<file path="src/rtl/ifetch_queue.sv">
// Instruction-fetch front end: issues sequential word fetches, buffers in-order
// responses with their PCs, and hands them to decode; a redirect flushes everything.
module ifetch_queue #(
  parameter int          DEPTH    = 4,
  parameter logic [31:0] RESET_PC = 32'h0
) (
  input  logic                       clk,
  input  logic                       reset,
  output logic                       imem_req,
  output logic [31:0]                imem_addr,
  input  logic                       imem_ready,
  input  logic                       imem_rvalid,
  input  logic [31:0]                imem_rdata,
  input  logic                       redirect,
  input  logic [31:0]                redirect_pc,
  output logic                       dec_valid,
  output logic [31:0]                dec_instr,
  output logic [31:0]                dec_pc,
  input  logic                       dec_ready,
  output logic [31:0]                fetch_pc,
  output logic [$clog2(DEPTH+1)-1:0] occupancy
);

  localparam int CW = $clog2(DEPTH + 1);
  localparam int PW = $clog2(DEPTH);
  localparam logic [CW:0] DEPTH_L = (CW + 1)'(DEPTH);

  typedef enum logic [0:0] {ST_RUN = 1'b0, ST_DRAIN = 1'b1} state_t;

  state_t          state_r, state_s;
  logic [31:0]     fetch_pc_r;
  logic [CW-1:0]   outstanding_r, outst_s;
  logic [CW-1:0]   drop_cnt_r, drop_cnt_s, drop_base_s;
  logic [CW-1:0]   count_r, count_s;
  logic [PW-1:0]   rd_ptr_r, wr_ptr_r, tag_rd_r, tag_wr_r;
  logic [31:0]     instr_q_r [DEPTH];
  logic [31:0]     pc_q_r    [DEPTH];
  logic [31:0]     tag_q_r   [DEPTH];
  logic [CW:0]     level_s;
  logic            accept_s, push_s, pop_s;

  // Every queued entry and every in-flight request holds a slot, so a push never overflows.
  assign level_s     = {1'b0, count_r} + {1'b0, outstanding_r};
  assign imem_req    = reset && !redirect && (level_s < DEPTH_L);
  assign accept_s    = imem_req && imem_ready;
  assign push_s      = imem_rvalid && !redirect && (drop_cnt_r == {CW{1'b0}});
  assign pop_s       = (count_r != {CW{1'b0}}) && dec_ready && !redirect;
  assign drop_base_s = outstanding_r - CW'(imem_rvalid);
  assign outst_s     = outstanding_r + CW'(accept_s) - CW'(imem_rvalid);
  assign count_s     = count_r + CW'(push_s) - CW'(pop_s);

  assign imem_addr = fetch_pc_r;
  assign fetch_pc  = fetch_pc_r;
  assign occupancy = count_r;
  assign dec_valid = (count_r != {CW{1'b0}});
  assign dec_instr = instr_q_r[rd_ptr_r];
  assign dec_pc    = pc_q_r[rd_ptr_r];

  // Drain FSM next state: a redirect re-arms the drop count with whatever is still in flight.
  always_comb begin
    state_s    = state_r;
    drop_cnt_s = drop_cnt_r;
    if (redirect) begin
      drop_cnt_s = drop_base_s;
      if (drop_base_s != {CW{1'b0}}) state_s = ST_DRAIN;
      else state_s = ST_RUN;
    end else begin
      case (state_r)
        ST_RUN: begin
          state_s = ST_RUN;
        end
        ST_DRAIN: begin
          if (imem_rvalid) begin
            drop_cnt_s = drop_cnt_r - CW'(1);
            if (drop_cnt_r == CW'(1)) state_s = ST_RUN;
            else state_s = ST_DRAIN;
          end else begin
            state_s = ST_DRAIN;
          end
        end
        default: begin
          state_s    = ST_RUN;
          drop_cnt_s = {CW{1'b0}};
        end
      endcase
    end
  end

  // Control state: fetch PC, in-flight/drop counters, PC-tag FIFO pointers.
  always_ff @(posedge clk) begin
    if (!reset) begin
      state_r       <= ST_RUN;
      fetch_pc_r    <= RESET_PC;
      outstanding_r <= {CW{1'b0}};
      drop_cnt_r    <= {CW{1'b0}};
      tag_rd_r      <= {PW{1'b0}};
      tag_wr_r      <= {PW{1'b0}};
    end else begin
      state_r       <= state_s;
      drop_cnt_r    <= drop_cnt_s;
      outstanding_r <= outst_s;
      if (redirect) fetch_pc_r <= redirect_pc & 32'hFFFF_FFFC;
      else if (accept_s) fetch_pc_r <= fetch_pc_r + 32'd4;
      else fetch_pc_r <= fetch_pc_r;
      if (accept_s) tag_wr_r <= tag_wr_r + PW'(1);
      else tag_wr_r <= tag_wr_r;
      if (imem_rvalid) tag_rd_r <= tag_rd_r + PW'(1);
      else tag_rd_r <= tag_rd_r;
    end
  end

  // Storage: tag FIFO records the PC of every accepted request; the decode FIFO holds responses.
  always_ff @(posedge clk) begin
    if (!reset) begin
      rd_ptr_r <= {PW{1'b0}};
      wr_ptr_r <= {PW{1'b0}};
      count_r  <= {CW{1'b0}};
      for (int i = 0; i < DEPTH; i++) begin
        instr_q_r[i] <= 32'h0;
        pc_q_r[i]    <= 32'h0;
        tag_q_r[i]   <= 32'h0;
      end
    end else begin
      if (accept_s) tag_q_r[tag_wr_r] <= fetch_pc_r;
      if (redirect) begin
        rd_ptr_r <= {PW{1'b0}};
        wr_ptr_r <= {PW{1'b0}};
        count_r  <= {CW{1'b0}};
      end else begin
        if (push_s) begin
          instr_q_r[wr_ptr_r] <= imem_rdata;
          pc_q_r[wr_ptr_r]    <= tag_q_r[tag_rd_r];
          wr_ptr_r            <= wr_ptr_r + PW'(1);
        end
        if (pop_s) rd_ptr_r <= rd_ptr_r + PW'(1);
        count_r <= count_s;
      end
    end
  end

endmodule

</file>
<file path="config.mk">
export PLATFORM = sky130hd
export DESIGN_NAME = ifetch_queue
export DESIGN_NICKNAME = d
export VERILOG_FILES = /design/src/rtl/ifetch_queue.sv
export SDC_FILE = /design/constraint.sdc
export NUM_CORES = 1
export LEC_CHECK = 0
export ABC_AREA = 1
export CORE_MARGIN = 3
export CORE_UTILIZATION = 59
export CTS_BUF_LIST = sky130_fd_sc_hd__clkbuf_4
export DETAILED_ROUTE_END_ITERATION = 6
export PLACE_DENSITY = 0.83
export SLEW_MARGIN = 20
export SYNTH_ARGS = -nofsm -noshare
export SYNTH_HDL_FRONTEND = slang
export SYNTH_SLANG_ARGS = --single-unit
</file>
<file path="constraint.sdc">
create_clock -name clk -period 9 [get_ports clk]
set_clock_uncertainty 0.2 [all_clocks]
set_input_delay 2.7 -clock clk [delete_from_list [all_inputs] [get_ports clk]]
set_output_delay 2.7 -clock clk [all_outputs]
set_load 0.02 [all_outputs]
</file>
==> metrics.md <==
| Metric | Value |
|---|---|
| F_max | about 0.14 GHz |
| Max Cap Viol | 0 |
| CTS Buffer Depth | 3 |
| RR Startpoint | occupancy[2] |
| Drt drc | 0 |
| Synth Instances | between 1500 and 2000 |
| Hold wc startpoint | tag_rd_r[1] |
| Routed WL | 45500 µm |
| Nets | 2149 |
| Area Overhead vs Synth | 17.1% |
| Top fanout value on the critical path | 19 |
| Critical path endpoint category | output pin |
| CTS tree | yes |
| Setup Fix Bufs, Post-CTS | 0 |
| Grt total ovfl | 0 |
| Utilization after layout | a little over two thirds |
| Relative slew margins | 24.7% |
| Crit-path leading delay family | buffers and inverters |
| Fin. Hold Viols | 0 |
| Vias in the first global route | ~15000 |
| Worst reg-to-reg path cell count | 8 |
| Main combinational cell family by area after synthesis | simple AND/OR/NAND/NOR gates |
| Max stage delay on crit path | 0.62 ns |
| RePlAce Congestion | between 0.8 and 0.9 |
| Post-CTS sizing | 0 |
| Slew Viols, Final | 0 |
| Via count | about 14000 |
| Synth cell types | 42 |
| Critical Path RT | 6.10 ns |
| Avg Inst Size Synth | between 10 and 15 µm² |
| Post-Synth XOR/XNOR Area | 0.505% |
| Crit Path Category | input port to output pin |
| Crit path from | reset |
| Die area | around 35000 µm² |
| Setup crit start kind | input port |
| I/O pin cnt | slightly above 200 |
| Most used cell along the critical path | clkdlybuf4s50_1 |
| Post-synthesis sequential area ratio | a little under two thirds |
| PortBufs | slightly below 200 |
| Synthesized cell area | around 19000 µm² |
| Status | completed |
| Tcrit/Tclk final | 81.2% |
| Area share of and/or/nand/nor cells after synthesis | between 10% and 20% |
| Post-Synth Adder-Cell Area | less than 1% |
| H-tree Lvls | 3 |
| Hold Path Class | flip-flop to flip-flop |
| DRT iter0 DRCs | 1379 |
| Endpoints failing setup | 0 |
| DR WL/cell | ~18 µm |
| Clk Latency, worst-skew pair | around 0.73 ns |
| Setup TNS | 0 ns |
| Post-synthesis compound-gate area fraction | 9.73% |
| Pin count of the biggest net entering global routing | 76 |
| Global-route wire length before repair | between 70000 and 80000 µm |
| Clock root cell | clkbuf_4 |
| Die H | about 190 µm |
| CTS Hold Bufs | 0 |
| CTS buffer count | 101 |
| CP Data Arrival Time | 4.40 ns |
| #FFs+latches synth | 420 |
| Most frequent cells in the layout | nor2_1 (459), edfxtp_1 (368), nand2_1 (242), clkdlybuf4s50_1 (194), clkbuf_4 (155) |
| Pre-Repair DR Iteration Count | 6 |
| Via density | 5.67 |
| Worst path depth | 5 |
| Commonest non-fill, non-tap cell in the layout | nor2_1 |
| Min Tclk post-route | approximately 7.3 ns |
| Starting density of the core | roughly three fifths |
| Multiplexer share of the synthesized area | 0% |
| Leak | 8.48 nW |
| Layout cell share with drive strength beyond 1 | around an eighth |
| Reg2reg setup slack | 4.61 ns |
| WP buf/inv | 3 |
| Least-Margin Pin Slew | between 1 and 1.5 ns |
| Post-DRT Antenna Nets | 0 |
| Worst-path cell chain | clkdlybuf4s50_1 -> buf_4 -> nand3b_2 -> nor2_4 -> clkdlybuf4s50_1 |
| Width of the die | about 190 µm |
| FILL cells | approximately 2200 |
| GR Util All Layers | a little over a quarter |
| RSZ-0062 raised after global routing | false |
| # rows | between 60 and 70 |
| Initial antenna violation count | 1 |
| Cell Pwr Density | between 150 and 200 nW/µm² |
| Yosys warnings | 0 |
| Post-DP HPWL | roughly 26000 µm |
| Sink Count | between 400 and 500 |
| Crit-path slowest cell | clkdlybuf4s50_1 |
| Core Area | 31700 µm² |
| Reg clk slew, reported paths | roughly 0.060 ns |
| Worst hold stages | 1 |
| Max IR drop VDD | 92.5 µV |
## worst paths after layout
kind,to
max,imem_req
min,tag_rd_r[1]
max reg2reg,tag_q_r[0][27]
min reg2reg,tag_rd_r[1]
## synthesized netlist by cell type (all sizes together)
cell,n,area (µm²)
a31oi,6,37.5
nor3,36,180
a211oi,2,15.0
nand4,5,31.3
a221oi,1,8.76
o22ai,62,388
clkinv,3,11.3
conb,1,3.75
o21ai,161,806
ha,12,150
fa,2,40.0
inv,148,558
nor2,496,2130
clkbuf,72,270
o221ai,1,8.76
nand2,246,933
nand3b,1,11.3
a32o,30,300
edfxtp,368,11100
and2,1,6.26
a21oi,54,270
nand3,38,195
xor2,10,87.6
or2,1,6.26
xnor2,1,8.76
o211ai,2,15.0
dfxtp,52,1040
buf,74,508
o31ai,1,7.51
## per-layer routing
layer  up-vias  GRT usage, %  share of wire [%]
met5         -             0                  0
met4         0          10.5                1.8
met3        76          5.28                 10
met2       812          43.5                 49
met1      6800          34.3                 39
li1       6796             -                  -
## area by class of cell
cell class | count | area, µm² | area share, %
well taps | 402 | 503 | 2.25
multi-input cells | 1175 | 5720 | 25.6
repair buffers | 216 | 2130 | 9.52
diodes | 1 | 2.50 | 0.0112
clock buffers | 155 | 1160 | 5.21
flip-flops and latches | 420 | 12100 | 54.1
inverters | 151 | 571 | 2.55
clock inverters | 33 | 155 | 0.694
## report_power, final
group / switching (mW) / internal (mW) / leakage (nW)
Sequential: 0.0520 / 2.22 / 4.24
Clock: 0.752 / 0.793 / 0.786
Combinational: 0.317 / 0.176 / 3.45
## flip-flops by register name, summed over array words and instances (netlist names), named ones only
signal / cells
instr_q_r: 128
pc_q_r: 120
tag_q_r: 120
fetch_pc: 30
drop_cnt_r: 3
occupancy: 3
outstanding_r: 3
rd_ptr_r: 2
tag_rd_r: 2
tag_wr_r: 2
wr_ptr_r: 2
state_r: 1
## cell families after synthesis
family / count (synthesis)
AO/OA/AOI/OAI: 320
flip-flops: 420
buffers and inverters: 297
other: 1
AND/OR/NAND/NOR: 824
XOR/XNOR: 11
adder cells (fa/ha/maj): 14
## through the flow
step | std cells | setup WS, ns | hold slack (ns) | area (µm²) | total power [mW]
after floorplan | 1892 | 0.434 | 0.212 | 19100 | 2.61
after global placement | 2363 | 1.69 | 0.226 | 21000 | 2.79
after detailed placement | 2363 | 1.70 | 0.235 | 21000 | 2.80
after CTS | 2551 | 1.70 | 0.243 | 22300 | 4.33
after global routing | 2553 | 1.62 | 0.275 | 22300 | 4.49
final | 2553 | 1.70 | 0.246 | 22300 | 4.31
(Power assumes the default switching activity.)
